<file path="config.mk">
export PLATFORM = sky130hd
export DESIGN_NAME = viterbi_ber_monitor
export DESIGN_NICKNAME = d
export VERILOG_FILES = /design/src/rtl/viterbi_ber_monitor.sv
export SDC_FILE = /design/constraint.sdc
export NUM_CORES = 1
export LEC_CHECK = 0
export ABC_AREA = 1
export CORE_ASPECT_RATIO = 1.2
export CORE_MARGIN = 1.5
export CORE_UTILIZATION = 40
export CTS_CLUSTER_SIZE = 30
export DETAILED_ROUTE_END_ITERATION = 8
export HOLD_SLACK_MARGIN = 0.15
export SETUP_SLACK_MARGIN = 0.1
export SLEW_MARGIN = 20
export SYNTH_ARGS = -nofsm -noshare
export SYNTH_HDL_FRONTEND = slang
export SYNTH_SLANG_ARGS = --single-unit
</file>
<file path="constraint.sdc">
create_clock -name clk -period 3.1 [get_ports clk]
set_input_delay 0.31 -clock clk [delete_from_list [all_inputs] [get_ports clk]]
set_output_delay 0.31 -clock clk [all_outputs]
set_load 0.01 [all_outputs]
</file>
<file path="src/rtl/viterbi_ber_monitor.sv">
// -----------------------------------------------------------------------------
// viterbi_ber_monitor
//
// Bit-error-rate monitor placed directly after a Viterbi decoder. The
// transmitted reference bits (encoder input) are buffered in a small FIFO; the
// decoded stream is compared bit by bit against the FIFO head.
//
// In SEARCH the monitor slips the decoded stream against the reference (a
// mismatch holds the FIFO head) until SYNC_LEN consecutive matches are seen.
// In LOCKED every compare pops the FIFO and is counted as good or bad. Lock is
// dropped when LOSS_THR mismatches fall into one WIN-compare window.
//
// Ports:
//   clk          system clock, rising edge
//   rst          asynchronous reset, active low
//   clear_i      synchronous clear, same effect as reset, highest priority
//   ref_valid_i  push qualifier for ref_bit_i
//   ref_bit_i    transmitted reference bit
//   dec_valid_i  compare qualifier for dec_bit_i
//   dec_bit_i    decoder output bit
//   good_ct_o    matched bits while locked (saturating)
//   bad_ct_o     mismatched bits while locked (saturating)
//   slip_ct_o    slips taken while searching (saturating at 255)
//   locked_o     alignment acquired
//   ovf_o        sticky: reference push dropped because the FIFO was full
//   unf_o        sticky: decoded bit arrived while the FIFO was empty
// -----------------------------------------------------------------------------
module viterbi_ber_monitor #(
  parameter int FIFO_DEPTH = 64,
  parameter int CNT_W      = 16,
  parameter int SYNC_LEN   = 8,
  parameter int WIN        = 32,
  parameter int LOSS_THR   = 8
) (
  input  logic             clk,
  input  logic             rst,
  input  logic             clear_i,
  input  logic             ref_valid_i,
  input  logic             ref_bit_i,
  input  logic             dec_valid_i,
  input  logic             dec_bit_i,
  output logic [CNT_W-1:0] good_ct_o,
  output logic [CNT_W-1:0] bad_ct_o,
  output logic [7:0]       slip_ct_o,
  output logic             locked_o,
  output logic             ovf_o,
  output logic             unf_o
);

  localparam int AW    = (FIFO_DEPTH > 1) ? $clog2(FIFO_DEPTH) : 1;
  localparam int RUN_W = $clog2(SYNC_LEN + 1);
  localparam int WC_W  = $clog2(WIN + 1);
  localparam int WE_W  = $clog2(LOSS_THR + 1);

  localparam logic [AW:0]      FULL_C = (AW + 1)'(FIFO_DEPTH);
  localparam logic [RUN_W-1:0] SYNC_C = RUN_W'(SYNC_LEN);
  localparam logic [WC_W-1:0]  WIN_C  = WC_W'(WIN);
  localparam logic [WE_W-1:0]  LOSS_C = WE_W'(LOSS_THR);

  typedef enum logic {
    SEARCH = 1'b0,
    LOCKED = 1'b1
  } state_t;

  function automatic logic [CNT_W-1:0] sat_inc_cnt(input logic [CNT_W-1:0] v);
    return (&v) ? v : v + 1'b1;
  endfunction

  function automatic logic [7:0] sat_inc_slip(input logic [7:0] v);
    return (&v) ? v : v + 1'b1;
  endfunction

  // Reference FIFO storage (data only, never reset)
  logic          mem [FIFO_DEPTH];
  logic [AW-1:0] wr_ptr_q, rd_ptr_q;
  logic [AW:0]   cnt_q;

  state_t           state_q, state_d;
  logic [RUN_W-1:0] run_q, run_d, run_inc;
  logic [WC_W-1:0]  wc_q, wc_d, wc_inc;
  logic [WE_W-1:0]  we_q, we_d, we_inc;
  logic [CNT_W-1:0] good_d, bad_d;
  logic [7:0]       slip_d;

  logic empty, full, head;
  logic cmp_vld_p0, match_p0, pop_p0, push_ok_p0, ovf_set_p0, unf_set_p0;

  // ---- Stage p0: combinational compare against the FIFO head ----
  assign empty      = (cnt_q == '0);
  assign full       = (cnt_q == FULL_C);
  assign head       = mem[rd_ptr_q];
  assign cmp_vld_p0 = dec_valid_i && !empty;
  assign match_p0   = (dec_bit_i == head);
  // A push into a full FIFO still fits when the same cycle pops.
  assign push_ok_p0 = ref_valid_i && (!full || pop_p0);
  assign ovf_set_p0 = ref_valid_i && full && !pop_p0;
  assign unf_set_p0 = dec_valid_i && empty;

  assign run_inc = run_q + 1'b1;
  assign wc_inc  = wc_q + 1'b1;
  assign we_inc  = we_q + 1'b1;

  always_comb begin
    state_d = state_q;
    run_d   = run_q;
    wc_d    = wc_q;
    we_d    = we_q;
    good_d  = good_ct_o;
    bad_d   = bad_ct_o;
    slip_d  = slip_ct_o;
    pop_p0  = 1'b0;
    if (cmp_vld_p0) begin
      if (state_q == SEARCH) begin
        if (match_p0) begin
          pop_p0 = 1'b1;
          if (run_inc == SYNC_C) begin
            state_d = LOCKED;
            run_d   = '0;
            wc_d    = '0;
            we_d    = '0;
          end else begin
            run_d = run_inc;
          end
        end else begin
          // Slip: hold the head so the decoded stream shifts by one bit.
          run_d  = '0;
          slip_d = sat_inc_slip(slip_ct_o);
        end
      end else begin
        pop_p0 = 1'b1;
        if (match_p0) good_d = sat_inc_cnt(good_ct_o);
        else          bad_d  = sat_inc_cnt(bad_ct_o);
        // Loss of lock wins over the window boundary in the same cycle.
        if (!match_p0 && (we_inc == LOSS_C)) begin
          state_d = SEARCH;
          run_d   = '0;
          wc_d    = '0;
          we_d    = '0;
        end else if (wc_inc == WIN_C) begin
          wc_d = '0;
          we_d = '0;
        end else begin
          wc_d = wc_inc;
          if (!match_p0) we_d = we_inc;
        end
      end
    end
  end

  // ---- Stage p1: registered state, counters and flags ----
  always_ff @(posedge clk) begin
    if (push_ok_p0 && !clear_i) mem[wr_ptr_q] <= ref_bit_i;
  end

  always_ff @(posedge clk or negedge rst) begin
    if (!rst) begin
      wr_ptr_q  <= '0;
      rd_ptr_q  <= '0;
      cnt_q     <= '0;
      state_q   <= SEARCH;
      run_q     <= '0;
      wc_q      <= '0;
      we_q      <= '0;
      good_ct_o <= '0;
      bad_ct_o  <= '0;
      slip_ct_o <= '0;
      ovf_o     <= 1'b0;
      unf_o     <= 1'b0;
    end else if (clear_i) begin
      wr_ptr_q  <= '0;
      rd_ptr_q  <= '0;
      cnt_q     <= '0;
      state_q   <= SEARCH;
      run_q     <= '0;
      wc_q      <= '0;
      we_q      <= '0;
      good_ct_o <= '0;
      bad_ct_o  <= '0;
      slip_ct_o <= '0;
      ovf_o     <= 1'b0;
      unf_o     <= 1'b0;
    end else begin
      if (push_ok_p0) wr_ptr_q <= wr_ptr_q + 1'b1;
      if (pop_p0)     rd_ptr_q <= rd_ptr_q + 1'b1;
      case ({push_ok_p0, pop_p0})
        2'b10:   cnt_q <= cnt_q + 1'b1;
        2'b01:   cnt_q <= cnt_q - 1'b1;
        default: cnt_q <= cnt_q;
      endcase
      state_q   <= state_d;
      run_q     <= run_d;
      wc_q      <= wc_d;
      we_q      <= we_d;
      good_ct_o <= good_d;
      bad_ct_o  <= bad_d;
      slip_ct_o <= slip_d;
      ovf_o     <= ovf_o | ovf_set_p0;
      unf_o     <= unf_o | unf_set_p0;
    end
  end

  assign locked_o = (state_q == LOCKED);

endmodule

</file>
After elaboration in Yosys (flattened, before gate mapping)
Memory sizes are Yosys's and may differ from the RTL's.
Index checks and enable logic that the tools add are counted.
{"block": "word_totals", "regBits": 76, "out_inout_bits": 43, "n_memories": 1, "in_bits": 7, "mem_bits_rw": 64, "wordCells": 125}
{"block": "classes", "n_eq_ne": 14, "n_addsub": 10, "n_bitwise": 2, "muxes": 55, "reduce_logical": 31}
{"name": "mem", "words": 64, "width": 1, "rd": 1, "rd_clocked_by_memory_dff": 0, "write_ports": 1, "line_no": "74", "text": "logic mem [FIFO_DEPTH];"}
{"operator": "two-way mux 16 bit", "n": 10}
{"operator": "two-way mux 6 bit", "n": 11}
{"operator": "two-way mux 4 bit", "n": 14}
{"operator": "two-way mux 8 bit", "n": 5}
{"operator": "adder 16 x 1 -> 16 bit, second input constant", "n": 2}
{"operator": "AND reduction 16 bit", "n": 2}
{"operator": "adder 6 x 1 -> 6 bit, second input constant", "n": 3}
{"operator": "AND reduction 4 bit", "n": 4}
{"operator": "case mux 7 bit (2 select lines)", "n": 1}
{"operator": "two-way mux 1 bit", "n": 13}
{"operator": "!= test 2 bit, second input constant", "n": 5}
{"operator": "nonzero test 2 bit", "n": 5}
{"operator": "nonzero test 3 bit", "n": 3}
{"operator": "adder 4 x 1 -> 4 bit, second input constant", "n": 2}
{"operator": "adder 8 x 1 -> 8 bit, second input constant", "n": 1}
{"operator": "equality test 4 bit, second input constant", "n": 2}
{"operator": "AND reduction 8 bit", "n": 1}
{"operator": "adder 7 x 1 -> 7 bit, second input constant", "n": 1}
{"operator": "equality test 7 bit, second input constant", "n": 1}
{"operator": "logical AND 1 bit", "n": 7}
{"operator": "logical NOT 7 bit", "n": 1}
{"operator": "two-way mux 7 bit", "n": 1}
{"operator": "subtractor 7 x 1 -> 7 bit, second input constant", "n": 1}
{"operator": "equality test 6 bit, second input constant", "n": 1}
{"operator": "other kinds (10)", "n": 15}

Longest topological paths before layout
Gate-level depths: netlist of the first run.
An unclocked memory read counts as a cell.
{"block": "depth", "word_depth": 10, "depth_mapped": 30, "ltp_nobuf": 28}

Least setup slack after synthesis of the first run
No wires, ideal clock.
{"block": "synth_path", "kind": "reg-to-reg", "from": "register rd_ptr_q[1]", "to": "register cnt_q[6]", "stages_incl_launch_ff": 28, "required_time_ns": 3.035, "setup_slack_ns": 0.104, "path_buffers": 2, "synth_period_minus_slack_ns": 2.996, "arrival_ns": 2.930, "setup_ns": 0.065, "path_cell_list": "dfrtp_1 buf_4 inv_2 buf_6 nand3_1 a21oi_1 nor2_1 nand2_1 nand3_2 nand3_1 nand3_2 nand3_1 inv_1 fa_1 nand3_1 nand2_1 nand2_1 inv_1 nor2_1 nor2_1 nor2_1 xor2_1 inv_1 nand4_1 nand2_1 nor2_1 nand2_1 nand2_1"}
{"block": "synth_between", "elab_chain_cells": 10, "word_cells_on_any_way": 12, "cone_classes": "3 x eq/ne; 5 x mux; 3 x reduce/logical; 1 x memory"}
{"item": "from (decl)", "line_no": "75", "text": "logic [AW-1:0] wr_ptr_q, rd_ptr_q;"}
{"item": "from (signal assigned)", "line_no": "184", "text": "if (pop_p0) rd_ptr_q <= rd_ptr_q + 1'b1;"}
{"item": "memory read (64 x 1 bit) *"}
{"item": "equality test 1 bit *", "line_no": "93", "text": "assign match_p0 = (dec_bit_i == head);"}
{"item": "two-way mux 1 bit *", "line_no": "114", "text": "if (match_p0) begin"}
{"item": "two-way mux 1 bit *", "line_no": "113", "text": "if (state_q == SEARCH) begin"}
{"item": "two-way mux 1 bit *", "line_no": "112", "text": "if (cmp_vld_p0) begin"}
{"item": "logical OR 1 bit", "line_no": "95", "text": "assign push_ok_p0 = ref_valid_i && (!full || pop_p0);"}
{"item": "logical AND 1 bit", "line_no": "95"}
{"item": "equality test 2 x 1 -> 1 bit / equality test 2 bit (equally long branches)", "line_no": "185", "text": "case ({push_ok_p0, pop_p0})"}
{"item": "case mux 7 bit (2 select lines)", "line_no": "185"}
{"item": "two-way mux 7 bit", "line_no": "169", "text": "end else if (clear_i) begin"}
{"item": "to (signal assigned)", "line_no": "186", "text": "2'b10: cnt_q <= cnt_q + 1'b1;"}
{"item": "to (signal assigned)", "line_no": "187", "text": "2'b01: cnt_q <= cnt_q - 1'b1;"}
{"item": "to (signal assigned)", "line_no": "188", "text": "default: cnt_q <= cnt_q;"}
{"item": "to (decl)", "line_no": "76", "text": "logic [AW:0] cnt_q;"}
Every way passes the cells marked *; elsewhere a longest branch is shown, timed or not.
A chain may end at the register's enable or synchronous reset.

Worst setup path after layout of the first run
{"block": "layout_path", "from": "register rd_ptr_q[0]", "to": "register cnt_q[6]"}
The elaborated chain is that of the path after synthesis.

==> qor.csv, run 1 <==
stage,metric,value,unit
status,outcome,"finished, violations left",
status,failing checks,setup timing,
power,Pleak,0.00388,uW
place,HPWL Detailed,12900,microns
detailed_routing,Pre-antenna DRT Iters,4,
synth,top-area cell type share of the netlist area,25.2,%
detailed_routing,DRT iter0 DRCs,406,
floorplan,Die Area,19900,sq um
layout,share of layout cells above drive strength 1,12.7,%
floorplan,starting density of the core,40.6,%
place,IO Port Bufs,49,
worst_setup_path,critical-path maximum fanout,33,
sta,Max Slew Vio Count,0,
clock_network,clk slew on worst S/H paths,60,ps
synth,"FF+latch count, synth",140,
clock_network,clk buf depth,2,
worst_setup_path,crit path DAT,3470,ps
clock_network,CTS buffer count,17,
sta,slew margin rel.,33.4,%
synth,Mapped Cells,919,
detailed_routing,final WL,18200,microns
worst_setup_path,crit path capture type,flop,
detailed_routing,routed len/inst,14.4,microns
worst_setup_path,"slowest stage delay, CP",430,ps
grt,vias in the first global route,6283,
flow_run,max-cap violations,0,
place,Cells after DPL,1231,
sta,unrepaired setup endpoints after global routing,true,
detailed_routing,vias per cell,5.01,
worst_hold_path,Hold WC Path Type,in2async,
place,GPL Wtd Cong,0.835,
sta,crit share post-route,101,%
layout,most frequent cells in the layout,"nand2_1 (224), nor2_1 (97), inv_1 (94), nand3_1 (89), dfrtp_1 (76)",
worst_setup_path,Critical Setup Path Class,reg2reg,
sta,Final Hold Violating Endpoints,0,
place,pre-CTS setup slack,-134,ps
sta,post-route setup TNS,-19.4,ps
sta,Setup WS post-layout,-16.3,ps
synth,sequential share of the synthesized area,50.1,%
floorplan,Core ar.,18800,sq um
detailed_routing,drc violations,0,
floorplan,Placement Rows,55,
power,power per cell area,606,nW/um^2
synth,Synth Net Count,942,
power,Worst IR Drop VDD,0.396,mV
grt,largest net degree at the start of global routing,65,
sta,Worst Max-Slew Pin Slew,999,ps
grt,initial antenna violation count,0,
power,Tot Pwr,5730,uW
synth,post-synth cell types,38,
detailed_routing,Final ANT Viol Nets,0,
layout,antenna diode count,0,
synth,largest area contributor in the netlist,edfxtp_1,
grt,Overflow after GRT,0,
clock_network,htree depth,4,
sta,minimum clock period,3120,ps
worst_setup_path,Setup crit start kind,flop,
layout,final core utilization,50.3,%
floorplan,IO Pins,50,
worst_setup_path,Crit path top cell by count,nor2_1,
detailed_routing,vias,6343,
grt,GRT Overall Usage,19.5,%
layout,fin cells,1266,
floorplan,Die X,129,microns
layout,"commonest non-fill, non-tap cell in the layout",nand2_1,
worst_setup_path,Worst Path Required,3460,ps
clock_network,Root Buffer Master,clkbuf_16,
worst_setup_path,CP Buf/Inv Count,4,
synth,mapped cell area,7630,sq um
clock_network,later-pin clock latency in the skew report,420,ps
layout,Layout Nets,1020,
sta,Setup Skew,8.93,ps
synth,synthesized area per cell,8.31,sq um
clock_network,CTS tree,yes,
clock_network,Sink Count,140,
sta,f_max,321,MHz
grt,first-pass GRT wire length,30600,microns
synth,yosys warns,0,
layout,Layout area overhead,23.8,%
synth,"top cells by area, synth","edfxtp_1 (25%), dfrtp_1 (25%), nand2_1 (11%), nor2_1 (6.1%), nand3_1 (6.1%)",
sta,Final setup violation count,2,
worst_setup_path,family with the most delay on the worst path,simple AND/OR/NAND/NOR gates,
floorplan,die extent in y,154,microns
worst_setup_path,CP max-delay cell,dfrtp_1,
stage by stage:
| step | hold slack [ps] | instance area, sq um |
|---|---|---|
| finish | 399 | 9450 |
| detailed placement | 301 | 8560 |
| global placement | 298 | 8560 |
| global route | 422 | 9450 |
| floorplan | 14.4 | 7630 |
| CTS | 390 | 9230 |
power by group:
group | total (uW) | internal (uW) | switching, uW
combinational | 1420 | 576 | 847
clock | 2110 | 1330 | 776
sequential | 2190 | 2060 | 134
final cells by class:
cell class / count / area, sq um
sequential: 140 / 3820
fill: 1781 / 9330
clock inverter: 8 / 71.3
multi-input combinational: 654 / 3500
tap: 256 / 320
clock buffer: 24 / 557
inverter: 97 / 367
timing repair buffer: 87 / 811
cell usage after synthesis:
cell type	count
a21oi_1	14
a31oi_1	5
and3_1	2
buf_1	4
buf_2	7
buf_4	3
buf_6	3
buf_8	1
clkbuf_1	9
clkbuf_4	1
dfrtp_1	76
edfxtp_1	64
fa_1	1
ha_1	15
inv_1	95
inv_2	2
nand2_1	227
nand2_2	3
nand2_4	6
nand3_1	93
nand3_2	3
nand3b_1	6
nand4_1	11
nor2_1	125
nor2_2	1
nor2_4	1
nor3_1	36
nor3b_1	1
nor4_1	5
nor4b_1	1
o21a_1	1
o21ai_0	31
o21ai_1	2
o21bai_1	1
o22ai_1	1
o31ai_1	23
xnor2_1	13
xor2_1	26
layer usage:
metal | vias up | wire length, microns | GRT usage, %
li1 | 3188 | - | -
met5 | - | 0 | 0
met1 | 3007 | 8090 | 24.3
met3 | 25 | 571 | 3.60
met2 | 123 | 9230 | 33.4
met4 | 0 | 352 | 7.22
flip-flops by register name, summed over array words and instances, names as in the netlist, 6 cells and up:
signal and cells:
mem 64, slip_ct_o 8, wc_q 6, good_ct_o 16, cnt_q 7, rd_ptr_q 6
wr_ptr_q 6, bad_ct_o 16
worst reg2reg max path: cells and delay by family (launching register included):
kind	cells	cell delay, ps
flops	1	430
compound gates	2	180
xor+xnor	1	190
buf+inv	4	350
simple gates	20	1600
fa+ha+maj	1	330
logic make-up after synthesis:
family	share of synthesized area [%]
xor+xnor	4.47
flops	50.1
fa+ha+maj	2.72
buf+inv	6.90
compound gates	6.03
simple gates	29.8
final timing paths:
check,startpoint,endpoint,slack [ps],cells past startpoint
setup / recovery,rd_ptr_q[0]$_DFFE_PN0P_,cnt_q[6]$_DFFE_PN0P_,-20,28
hold / removal,rst,good_ct_o[12]$_DFFE_PN0P_,400,2
setup reg to reg,rd_ptr_q[0]$_DFFE_PN0P_,cnt_q[6]$_DFFE_PN0P_,-20,28
hold reg to reg,we_q[3]$_DFFE_PN0P_,we_q[3]$_DFFE_PN0P_,510,2
max in group asynchronous,rst,good_ct_o[3]$_DFFE_PN0P_,2000,3
min in group clk,clear_i,rd_ptr_q[3]$_DFFE_PN0P_,410,3
timing repair:
| item | in CTS | in global routing |
|---|---|---|
| resized for setup | 6 | 57 |
| setup endpoints to repair | 3 | 53 |
| pin swaps | 0 | 4 |
| hold endpoints to repair | 33 | 0 |
| buffers inserted | 1 | 1 |
| hold buffers | 1 | 0 |
Power figures use the tool's default switching activity.
==> run 2, diff against run 1 <==
Settings changed: PLACE_DENSITY_LB_ADDON set to 0.08.
==> qor.csv, run 2 (synthesized netlist as in run 1, its figures left out) <==
stage,metric,value,unit
status,outcome,"finished, violations left",
status,failing checks,setup timing,
grt,grt met2 use,31.6,%
worst_setup_path,Critical R2R Capture,cnt_q[6]$_DFFE_PN0P_,
clock_network,Sink Count,140,
layout,fin cells,1274,
detailed_routing,drc violations,0,
layout,Fillers,1842,
place,GPL Wtd Cong,0.824,
grt,largest net degree at the start of global routing,65,
detailed_routing,Pre-antenna DRT Iters,4,
worst_hold_path,Hold WC Path Type,in2reg,
clock_network,clk slew on worst S/H paths,60,ps
sta,minimum clock period,3110,ps
layout,Top Registers,"mem: 64 flops, bad_ct_o: 16 flops, good_ct_o: 16 flops",
power,Tot Pwr,5850,uW
worst_setup_path,Critical Setup Path Class,reg2reg,
clock_network,later-pin clock latency in the skew report,420,ps
clock_network,Root Buffer Master,clkbuf_16,
worst_setup_path,worst reg2reg path startpoint,rd_ptr_q[0]$_DFFE_PN0P_,
floorplan,Placement Rows,55,
detailed_routing,routed len/inst,14.4,microns
sta,Setup WS post-layout,-13.3,ps
layout,Reg area,3820,sq um
grt,met1 Use GR,26.9,%
detailed_routing,vias,6299,
detailed_routing,DRT iter0 DRCs,318,
power,Worst IR Drop VDD,0.430,mV
worst_setup_path,Worst Path Required,3460,ps
worst_setup_path,CP max-delay cell,dfrtp_2,
layout,max reg flops,64,
sta,hold slack,383,ps
sta,Setup Skew,9.80,ps
power,Pleak,0.00397,uW
layout,"commonest non-fill, non-tap cell in the layout",nand2_1,
grt,Top Usage Layer GRT,met2,
layout,Layout Nets,1028,
sta,Worst Max-Slew Pin Slew,990,ps
detailed_routing,vias per cell,4.94,
sta,Final setup violation count,1,
floorplan,Die X,129,microns
floorplan,starting density of the core,40.6,%
grt,initial antenna violation count,1,
grt,GR Util met3,3.04,%
layout,share of layout cells above drive strength 1,13.2,%
worst_setup_path,reg2reg setup slack,-10,ps
worst_setup_path,CP endpoint,cnt_q[6]$_DFFE_PN0P_,
clock_network,clk buf depth,2,
floorplan,die extent in y,154,microns
worst_setup_path,crit path DAT,3480,ps
layout,area of the multi-input gates,3460,sq um
sta,unrepaired setup endpoints after global routing,true,
layout,antenna diode count,0,
worst_setup_path,Crit path top cell by count,nand2_1,
floorplan,IO Pins,50,
clock_network,CTS tree,yes,
flow_run,max-cap violations,0,
grt,GRT Overall Usage,19.5,%
sta,crit share post-route,100,%
clock_network,htree depth,4,
clock_network,CTS buffer count,17,
place,HPWL Detailed,12800,microns
detailed_routing,final WL,18300,microns
worst_setup_path,CP Launch Point,rd_ptr_q[0]$_DFFE_PN0P_,
sta,slew margin rel.,34.0,%
detailed_routing,Final ANT Viol Nets,0,
worst_setup_path,critical-path maximum fanout,7,
sta,f_max,321,MHz
floorplan,Die Area,19900,sq um
sta,Max Slew Vio Count,0,
worst_setup_path,crit path capture type,flop,
layout,Top reg by flops,mem,
place,IO Port Bufs,49,
grt,vias in the first global route,5998,
floorplan,Core ar.,18800,sq um
layout,Layout area overhead,24.0,%
layout,most frequent cells in the layout,"nand2_1 (214), nor2_1 (119), inv_1 (92), nand3_1 (85), dfrtp_1 (75)",
sta,Final Hold Violating Endpoints,0,
worst_setup_path,Setup crit start kind,flop,
power,power per cell area,618,nW/um^2
grt,first-pass GRT wire length,30500,microns
worst_setup_path,Reg2Reg Depth,29,
grt,Overflow after GRT,0,
place,Cells after DPL,1229,
worst_setup_path,"slowest stage delay, CP",440,ps
==> run 2: cell types whose count changed in the layout (fill, tap and decap cells not counted), sizes merged <==
cell      delta
bufinv       +1
buf          +8
clkinvlp     -1
==> run 2: what timing repair did <==
item / 4_1_cts / 5_1_grt
hold buffers: 1 / 0
setup endpoints to repair: 3 / 59
resized for setup: 24 / 47
pin swaps: 6 / 26
endpoints found under the hold margin: 58 / 0
cloned: 3 / 0
buffers inserted: 2 / 8
==> run 2: worst min path at each step <==
stage             from                         to  slack [ps]  cells after the start
2_1_floorplan      rst    bad_ct_o[0]$_DFFE_PN0P_          10                      0
3_3_place_gp       rst    rd_ptr_q[0]$_DFFE_PN0P_         470                      1
3_5_place_dp       rst    rd_ptr_q[0]$_DFFE_PN0P_         470                      1
4_1_cts        clear_i   slip_ct_o[3]$_DFFE_PN0P_         370                      2
5_1_grt        clear_i  good_ct_o[11]$_DFFE_PN0P_         410                      2
6_report       clear_i   slip_ct_o[3]$_DFFE_PN0P_         380                      2
==> run 2: cell type report <==
| type | instances | share of cell area, % |
|---|---|---|
| timing repair buffer | 95 | 9.23 |
| multi-input combinational | 654 | 36.5 |
| sequential | 140 | 40.4 |
| inverter | 97 | 3.95 |
| clock buffer | 24 | 5.43 |
| tap | 256 | 3.38 |
| clock inverter | 8 | 1.07 |
==> run 2: report_power, final <==
group	internal, uW	switching [uW]
Sequential	2060	139
Combinational	651	886
Clock	1330	787
==> run 2: critical path, delay by kind of cell, from the launching register on <==
family,cells,cell delay [ps]
xor+xnor,1,190
fa+ha+maj,1,370
buf+inv,5,420
flops,1,440
simple gates,22,1620
==> run 2: metal layers <==
layer	part of all wire, %	vias up
met5	0	-
met4	1.3	0
met3	3.5	16
met2	48	107
met1	47	2973
li1	-	3203
==> run 2: through the flow <==
step                setup slack, ps  setup TNS, ps  cell area [sq um]  utilization [%]
detailed placement             -119           -197               8530             45.4
CTS                            2.05              0               9280             49.4
floorplan                       104              0               7630                -
finish                        -13.3          -13.3               9470             50.4
global placement              -78.6           -151               8530             45.4
global route                   -293           -615               9470             50.4
==> RTL edit (flow settings as in run 1) <==
Set the parameter `CNT_W` to 20 (it was 16).
--- a/src/rtl/viterbi_ber_monitor.sv
+++ b/src/rtl/viterbi_ber_monitor.sv
@@ -28,5 +28,5 @@
 module viterbi_ber_monitor #(
   parameter int FIFO_DEPTH = 64,
-  parameter int CNT_W      = 16,
+  parameter int CNT_W      = 20,
   parameter int SYNC_LEN   = 8,
   parameter int WIN        = 32,
Interface: changed (resized bad_ct_o and good_ct_o); port bits go from 50 to 58. No check against the original RTL was run, so the function may have changed too.
==> RTL edit against run 1 <==
Sequential cell count is 8 higher; final area up 6.6%; area after synthesis grew 7.8%; wire length increased by 9.8%; non-clock buffer count increased by 3; critical endpoint unchanged; clock skew increased by 9.1 ps; total power rose by 4.3%; core utilization fell by 0.38 points; die area increased by 7.7%; setup slack gained 75 ps.
==> RTL edit: results <==
[status]
status = "finished clean"

[synthesis]
synth_xor_area_frac = 0.0532
synth_seq_area_share = 0.489
synth-async-reset-ratio = 0.568
avgSynthCellArea_um2 = 8.13
ys_types = 35
synth_area_leaders = "dfrtp_1 26%, edfxtp_1 23%, nand2_1 12%, nor2_1 7.0%, nand3_1 6.4%"
syn-num-nets = 1036
synth_fa_ha_area_frac = 0.0252
synth_compound_area_frac = 0.0533
synth_commonest_cells = "269 x nand2_1, 154 x nor2_1, 105 x nand3_1, 91 x inv_1, 84 x dfrtp_1"

[power_and_ir_drop]
p_leak_nw = 4.21
comb_power_share = 0.257
worst_ir_drop_vdd_uv = 460

[detailed_routing]
vias = 6851
wl_per_cell_um = 14.6
wl_met3_um = 673
initialDrtViolationCount = 409
met2_length_um = 9990
wl_met1_um = 9020

[worst_setup_path]
worstPathMaxFanout = 14
critPathArrivalTime_ps = 3400
rrSetupSlack_ps = 60
crit_slowest_cell = "dfrtp_2"
crit_type = "reg -> reg"
regToRegEndpoint = "cnt_q[6]"

[clock_tree]
clkLatencyLatePin_ps = 430
cts_setup_buffers = 1
ctsResizeCount = 13
cts_hold_buf = 1

[grt]
use_met1 = 0.248
grt_pass1_vias = 6755
use_met2 = 0.338
grt_first_pass_wirelength_um = 33600
grt_use_met3 = 0.0390

[timing]
finClkSkew_ps = 18.0
tightest_slew_ps = 977
min_period_ps = 3040

[place]
io_buffers = 57
placed_cell_area_mm2 = 0.00916
gp_congestion = 0.841
place_inst = 1330
pre_cts_slack_ps = -22.5
dpl.hpwl_um = 13600

[worst_hold_path]
hold_class = "in -> reg"

[finish]
final-instance-count-excl-fill = 1369
nets = 1114
drive_gt1_frac = 0.119
reg.largest.list = "mem x64, bad_ct_o x20, good_ct_o x20"
## RTL edit: changes by cell type after synthesis, moves of 3 or more
cell and delta:
nand2_1 +42, nor2_1 +29, nor3_1 -17, xor2_1 +15, nand3_1 +12, nand4_1 +11, dfrtp_1 +8, inv_1 -4
o31ai_1 -4, xnor2_1 -4, o21ai_1 +3
## RTL edit: cell type report
class / count / area [um^2]
clock buffer: 19 / 433
tap: 265 / 332
multi-input combinational: 739 / 3890
sequential: 148 / 4030
clock inverter: 13 / 158
inverter: 95 / 364
fill: 1952 / 10100
timing repair buffer: 90 / 883
## RTL edit: worst min path at each step
stage / start / end / slack (ps) / depth (start not counted)
finish: clear_i / ovf_o / 270 / 2
global route: clear_i / ovf_o / 290 / 2
CTS: clear_i / ovf_o / 250 / 2
detailed placement: rst / wc_q[1] / 320 / 1
global placement: rst / wc_q[0] / 320 / 1
floorplan: rst / bad_ct_o[0] / 10 / 0
